## config.mk

```make
export PLATFORM = sky130hd
export DESIGN_NAME = sram64_arbiter
export DESIGN_NICKNAME = d
export VERILOG_FILES = /design/src/rtl/sram64_arbiter_pkg.sv /design/src/rtl/sram64_arbiter.sv
export SDC_FILE = /design/constraint.sdc
export NUM_CORES = 1
export LEC_CHECK = 0
export CAP_MARGIN = 20
export CORE_AREA = 2 2 189 191
export CTS_CLUSTER_SIZE = 10
export DETAILED_ROUTE_END_ITERATION = 16
export DIE_AREA = 0 0 191 193
export PLACE_DENSITY = 0.38
export SYNTH_ARGS = -nofsm -noshare
export SYNTH_HDL_FRONTEND = slang
export SYNTH_SLANG_ARGS = --single-unit
```

## constraint.sdc

```tcl
create_clock -name clk -period 1.5 [get_ports clk]
set_input_delay 0.15 -clock clk [delete_from_list [all_inputs] [get_ports clk]]
set_output_delay 0.15 -clock clk [all_outputs]
set_load 0.01 [all_outputs]
```

## src/rtl/sram64_arbiter_pkg.sv

```systemverilog
// Shared pipeline definitions used by the SRAM arbiter and its neighbours.
package sram64_arbiter_pkg;

  // Which requester owns the SRAM read currently in flight.
  typedef enum logic [1:0] {
    OWN_NONE = 2'd0,
    OWN_IF   = 2'd1,
    OWN_D    = 2'd2
  } owner_e;

  // Consecutive data grants allowed while a fetch is waiting.
  localparam int STARVE_MAX_DEF = 4;

endpackage

```

## src/rtl/sram64_arbiter.sv

```systemverilog
// Arbitrates instruction fetch and data accesses onto one 64-bit
// single-port SRAM with 1-cycle read latency. Data has priority, but
// a waiting fetch wins once data has been granted STARVE_MAX times
// in a row.
module sram64_arbiter
  import sram64_arbiter_pkg::*;
#(
  parameter int ADDR_W     = 16,
  parameter int STARVE_MAX = STARVE_MAX_DEF
) (
  input  logic              clk,
  input  logic              rst_n,
  // instruction fetch port
  input  logic              if_req,
  input  logic [63:0]       if_addr,
  output logic              if_gnt,
  output logic              if_rvalid,
  output logic [63:0]       if_rdata,
  // data port
  input  logic              d_req,
  input  logic              d_we,
  input  logic [63:0]       d_addr,
  input  logic [7:0]        d_wea,
  input  logic [63:0]       d_wdata,
  output logic              d_gnt,
  output logic              d_rvalid,
  output logic [63:0]       d_rdata,
  // SRAM port
  output logic              sram_en,
  output logic [ADDR_W-1:0] sram_addr,
  output logic [7:0]        sram_wea,
  output logic [63:0]       sram_dina,
  input  logic [63:0]       sram_douta
);

  localparam int                CNT_W   = (STARVE_MAX < 1) ? 1 : $clog2(STARVE_MAX + 1);
  localparam logic [CNT_W-1:0] CNT_MAX = CNT_W'(STARVE_MAX);

  owner_e           owner_q, owner_nxt;
  logic [CNT_W-1:0] starve_cnt, starve_nxt;
  logic             d_write;

  // Byte-offset and high address bits never reach the SRAM.
  logic unused_addr_bits;
  assign unused_addr_bits = ^{if_addr, d_addr};

  // Grant selection: data first unless fetch has waited long enough.
  always_comb begin
    // NOTE: every output of a combinational block gets a default first, so
    // no path leaves it unassigned and no latch is inferred.
    if_gnt = 1'b0;
    d_gnt  = 1'b0;
    // NOTE: grants are combinational, so they are gated by rst_n directly to
    // keep the SRAM idle while reset is held.
    if (rst_n) begin
      if (if_req && (!d_req || (starve_cnt == CNT_MAX))) begin
        if_gnt = 1'b1;
      end else if (d_req) begin
        d_gnt = 1'b1;
      end
    end
  end

  // SRAM drive for the granted requester; idle cycles drive zeros.
  always_comb begin
    d_write   = d_gnt && d_we;
    sram_en   = if_gnt || d_gnt;
    sram_addr = '0;
    sram_wea  = '0;
    sram_dina = '0;
    if (if_gnt) begin
      sram_addr = if_addr[ADDR_W+2:3];
    end else if (d_gnt) begin
      sram_addr = d_addr[ADDR_W+2:3];
    end
    if (d_write) begin
      sram_wea  = d_wea;
      sram_dina = d_wdata;
    end
  end

  // Next read owner and starvation count.
  always_comb begin
    owner_nxt  = OWN_NONE;
    starve_nxt = starve_cnt;
    if (if_gnt) begin
      owner_nxt = OWN_IF;
    end else if (d_gnt && !d_we) begin
      owner_nxt = OWN_D;
    end
    if (!if_req || if_gnt) begin
      starve_nxt = '0;
    end else if (d_gnt && (starve_cnt != CNT_MAX)) begin
      starve_nxt = starve_cnt + 1'b1;
    end
  end

  // State registers; reset discards any read in flight.
  always_ff @(posedge clk or negedge rst_n) begin
    if (!rst_n) begin
      owner_q    <= OWN_NONE;
      starve_cnt <= '0;
    end else begin
      // NOTE: sequential state uses non-blocking assignments so every
      // register samples pre-edge values regardless of statement order.
      owner_q    <= owner_nxt;
      starve_cnt <= starve_nxt;
    end
  end

  // Read return: the recorded owner sees the SRAM word, the other sees 0.
  always_comb begin
    if_rvalid = (owner_q == OWN_IF);
    d_rvalid  = (owner_q == OWN_D);
    if_rdata  = if_rvalid ? sram_douta : '0;
    d_rdata   = d_rvalid  ? sram_douta : '0;
  end

endmodule

```

==> results.sh <==
export IMPL_sequential_cell_area_sq_um=125.1
export IMPL_dp_hpwl_mm=12.16
export IMPL_track_usage_pct=8.200
export IMPL_pin_count_of_the_biggest_net_entering_global_routing=29
export IMPL_crit_path_start_kind="flop"
export IMPL_cts_inserted_buffers=3
export IMPL_post_synth_mux_area_share_pct=0
export IMPL_synth_compound_area_share_pct=11.95
export IMPL_clock_skew_final_ns=0.0001523
export IMPL_synth_top_family_by_area="simple AND/OR/NAND/NOR gates"
export IMPL_ir_worst_vdd_v=0.0003988
export IMPL_cts_root_to_sink_buffers=2
export IMPL_drt_pre_antenna_iters=4
export IMPL_rsz0062_at_grt="true"
export IMPL_timing_final_ws_setup_ns=-0.4173
export IMPL_cts_root_buffer_cell="sky130_fd_sc_hd__clkbuf_16"
export IMPL_synth_xor_xnor_area_share_pct=0
export IMPL_detailroute_via_count=3753
export IMPL_cap_viol_max_count=0
export IMPL_fp_coreArea_sq_um=34960
export IMPL_holdCritPathClass="in2async"
export IMPL_netlist_top_cells_count="sky130_fd_sc_hd__and2_1 (149), sky130_fd_sc_hd__and2_2 (51), sky130_fd_sc_hd__a22o_1 (16), sky130_fd_sc_hd__clkbuf_1 (14), sky130_fd_sc_hd__clkbuf_2 (7)"
export IMPL_synth_simple_gate_area_share_pct=73.73
export IMPL_post_route_cells_drive_above_1_share_pct=63.34
export IMPL_flow_area_growth_from_synthesis_pct=335.9
export IMPL_synth_area_leader="sky130_fd_sc_hd__and2_1"
export IMPL_worst_path_most_repeated_cell="sky130_fd_sc_hd__buf_6"
export IMPL_clk_insertion_delay_late_ns=0.22
export IMPL_synthesis_instances=270
export IMPL_final_min_clock_period_ns=1.917
export IMPL_hold_viol_final=0
export IMPL_multi_input_area_sq_um=1976
export IMPL_placement_setup_worst_slack_ns=-0.7323
export IMPL_final_design_area_no_fill_sq_um=8263
export IMPL_placement_io_buffers=393
export IMPL_timing_critical_path_slowest_stage_cell="sky130_fd_sc_hd__dfrtp_1"
export IMPL_globalRouteOverflowTotal=0
export IMPL_detailedRoute_firstIterationViolations=39
export IMPL_wire_per_inst_um=14.98
export IMPL_cts_clk_slew_worst_paths_ns=0.03
export IMPL_most_frequent_cell_after_synthesis="sky130_fd_sc_hd__and2_1"
export IMPL_initial_cell_density_of_the_core_pct=5.421
export IMPL_violations="setup timing"
export IMPL_synth_warning_count=0
export IMPL_yosys_area_share_adder_pct=1.320
export IMPL_total_placed_instance_area_sq_um=6621
export IMPL_row_count=69
export IMPL_synth_avg_cell_area_sq_um=7.021
export IMPL_syn_cell_area_sq_um=1896
export IMPL_pwr_density_cell_nw_per_um2=268.7
export IMPL_worst_slew_pin_transition_ns=0.3404
export IMPL_p_leak_nw=3.956
export IMPL_holdBufCountCts=0
export IMPL_result_of_the_run="finished, violations left"
export IMPL_die_height_um=193
export IMPL_mappedNetlistNets=541
export IMPL_grt_antenna_before_repair=2
export IMPL_crit_path_end_kind="output pin"
export IMPL_worst_path_buf_inv=6
export IMPL_postSynth_asyncResetShare_pct=100.0
export IMPL_critical_path_class="reg2out"
export IMPL_n_fill_cell=3835
export IMPL_dominantRegCellSynth="sky130_fd_sc_hd__dfrtp_1"
export IMPL_max_freq_mhz=521.6
export IMPL_setup_violations=212
export IMPL_io_pins=490
export IMPL_postSynthRegisterBits=5
export IMPL_timing_max_transition_violations_final=0
export IMPL_detail_route_wirelength_mm=18.32
export IMPL_die_width_um=191
export IMPL_grt_pass1_vias=3646
export IMPL_final_util_pct=23.63
export IMPL_worstPathRequired_ns=1.35
export IMPL_finalWeightedCongestion=0.7090
export IMPL_ys_seq_area_share_pct=6.601
export IMPL_synth_edff_count=0
export IMPL_final_hold_slack_ns=0.4026
export IMPL_timing_critical_path_slowest_cell_delay_ns=0.38
export IMPL_cp_arrival_ns=1.77
export IMPL_worstPathMaxFanout=7
export IMPL_clock_sinks=5
export IMPL_drcViolationCount=0
export IMPL_avgViaCountPerCell=3.069
export IMPL_route_antenna_remaining_nets=0
export IMPL_cts_htree_levels=1
export IMPL_relSlewSlack_pct=77.31
export IMPL_yosys_top_cells_area="sky130_fd_sc_hd__and2_1 (49%), sky130_fd_sc_hd__and2_2 (20%), sky130_fd_sc_hd__a22o_1 (7.4%)"
export IMPL_ordered_list_of_cells_on_the_worst_path="inv_2, ha_4, buf_6, a31oi_4, buf_12, buf_12, buf_6, a22o_1, buf_6"
export IMPL_period_share_pct=127.8
export IMPL_nets=1033
export IMPL_synth_largest_type_area_fraction_pct=49.17
export IMPL_grt_first_pass_wirelength_mm=22.78
export IMPL_cts_tree="built"
export IMPL_full_die_area_sq_um=36860
export IMPL_crit_family="buffers and inverters"
export IMPL_synthDistinctLibCells=24
sequential cells by signal, summed over array words and instances (netlist names):
signal and cells:
owner_q 2, starve_cnt 3
worst reg2reg max path: stages, from the launching register on:
cell and delay [ns]:
sky130_fd_sc_hd__dfrtp_1 0.38, sky130_fd_sc_hd__inv_2 0.08, sky130_fd_sc_hd__ha_4 0.18, sky130_fd_sc_hd__buf_6 0.11, sky130_fd_sc_hd__nand2_4 0.05, sky130_fd_sc_hd__buf_4 0.14
sky130_fd_sc_hd__buf_6 0.10, sky130_fd_sc_hd__buf_4 0.12, sky130_fd_sc_hd__nor3b_2 0.14, sky130_fd_sc_hd__o21a_1 0.18
logic make-up (layout without fill, tap and decap cells):
family | count (synthesis) | count (layout)
compound gates | 23 | 23
fa+ha+maj | 2 | 2
buf+inv | 26 | 517
flops | 5 | 5
other cells | 0 | 1
simple gates | 214 | 214
through the flow:
step	std cells	setup TNS [ns]	power (mW)
6_report	1223	-48.16	2.220
5_1_grt	1223	-61.49	2.344
4_1_cts	1188	-60.99	2.070
3_5_place_dp	1129	-83.48	1.372
3_3_place_gp	1129	-85.72	1.379
2_1_floorplan	270	0	0.4528
placed cells by master, fill, tap and decap left out, types with 3 or more instances in the layout:
cell type                         netlist  final
sky130_fd_sc_hd__a22o_1                16     16
sky130_fd_sc_hd__clkbuf_2               7     36
sky130_fd_sc_hd__buf_2                  0     30
sky130_fd_sc_hd__and2_1               149     62
sky130_fd_sc_hd__and2_4                 0    138
sky130_fd_sc_hd__nand2_1                3      3
sky130_fd_sc_hd__clkbuf_16              0      8
sky130_fd_sc_hd__dlymetal6s2s_1         0      9
sky130_fd_sc_hd__clkdlybuf4s50_1        0    170
sky130_fd_sc_hd__buf_6                  2    194
sky130_fd_sc_hd__buf_8                  0      8
sky130_fd_sc_hd__buf_16                 0      9
sky130_fd_sc_hd__buf_4                  0     23
sky130_fd_sc_hd__buf_12                 0     24
sky130_fd_sc_hd__dfrtp_1                5      5
final cells by class:
cell class | count | share of cell area [%]
clock buffer | 4 | 0.9540
timing repair buffer | 510 | 66.47
inverter | 3 | 0.1363
sequential | 5 | 1.514
tap | 461 | 6.981
multi-input combinational | 239 | 23.91
antenna | 1 | 0.03028
path summary, 6_finish.rpt:
path	from	end	slack (ns)	depth (start not counted)
worst min-delay path	rst_n	starve_cnt[0]$_DFFE_PN0P_	0.40	3
worst max register to register	starve_cnt[0]$_DFFE_PN0P_	starve_cnt[0]$_DFFE_PN0P_	-0.10	9
worst max-delay path	starve_cnt[0]$_DFFE_PN0P_	sram_addr[13]	-0.42	9
min in group clk	d_req	starve_cnt[1]$_DFFE_PN0P_	0.52	4
max in group asynchronous	rst_n	starve_cnt[2]$_DFFE_PN0P_	0.97	3
worst min register to register	starve_cnt[1]$_DFFE_PN0P_	starve_cnt[1]$_DFFE_PN0P_	0.68	3
per-layer routing:
metal	up-vias	track usage, %	part of all wire [%]
met1	1678	8.432	34
met4	0	0.3578	0.49
met5	-	0	0
met3	5	1.955	9.2
met2	243	17.24	56
li1	1827	-	-
timing repair:
action / CTS / global route
buffers inserted: 41 / 42
pin swaps: 73 / 74
endpoints found under the setup margin: 221 / 223
resized for setup: 858 / 343
gates cloned: 15 / 7
where the power goes:
group / total, mW / internal [mW] / switching, mW / leakage [nW]
clock network: 0.434 / 0.352 / 0.0822 / 0.0382
logic: 1.64 / 1.11 / 0.531 / 3.85
registers: 0.143 / 0.140 / 0.00343 / 0.0682
total: 2.22 / 1.60 / 0.616 / 3.96
Power figures use the tool's default switching activity.
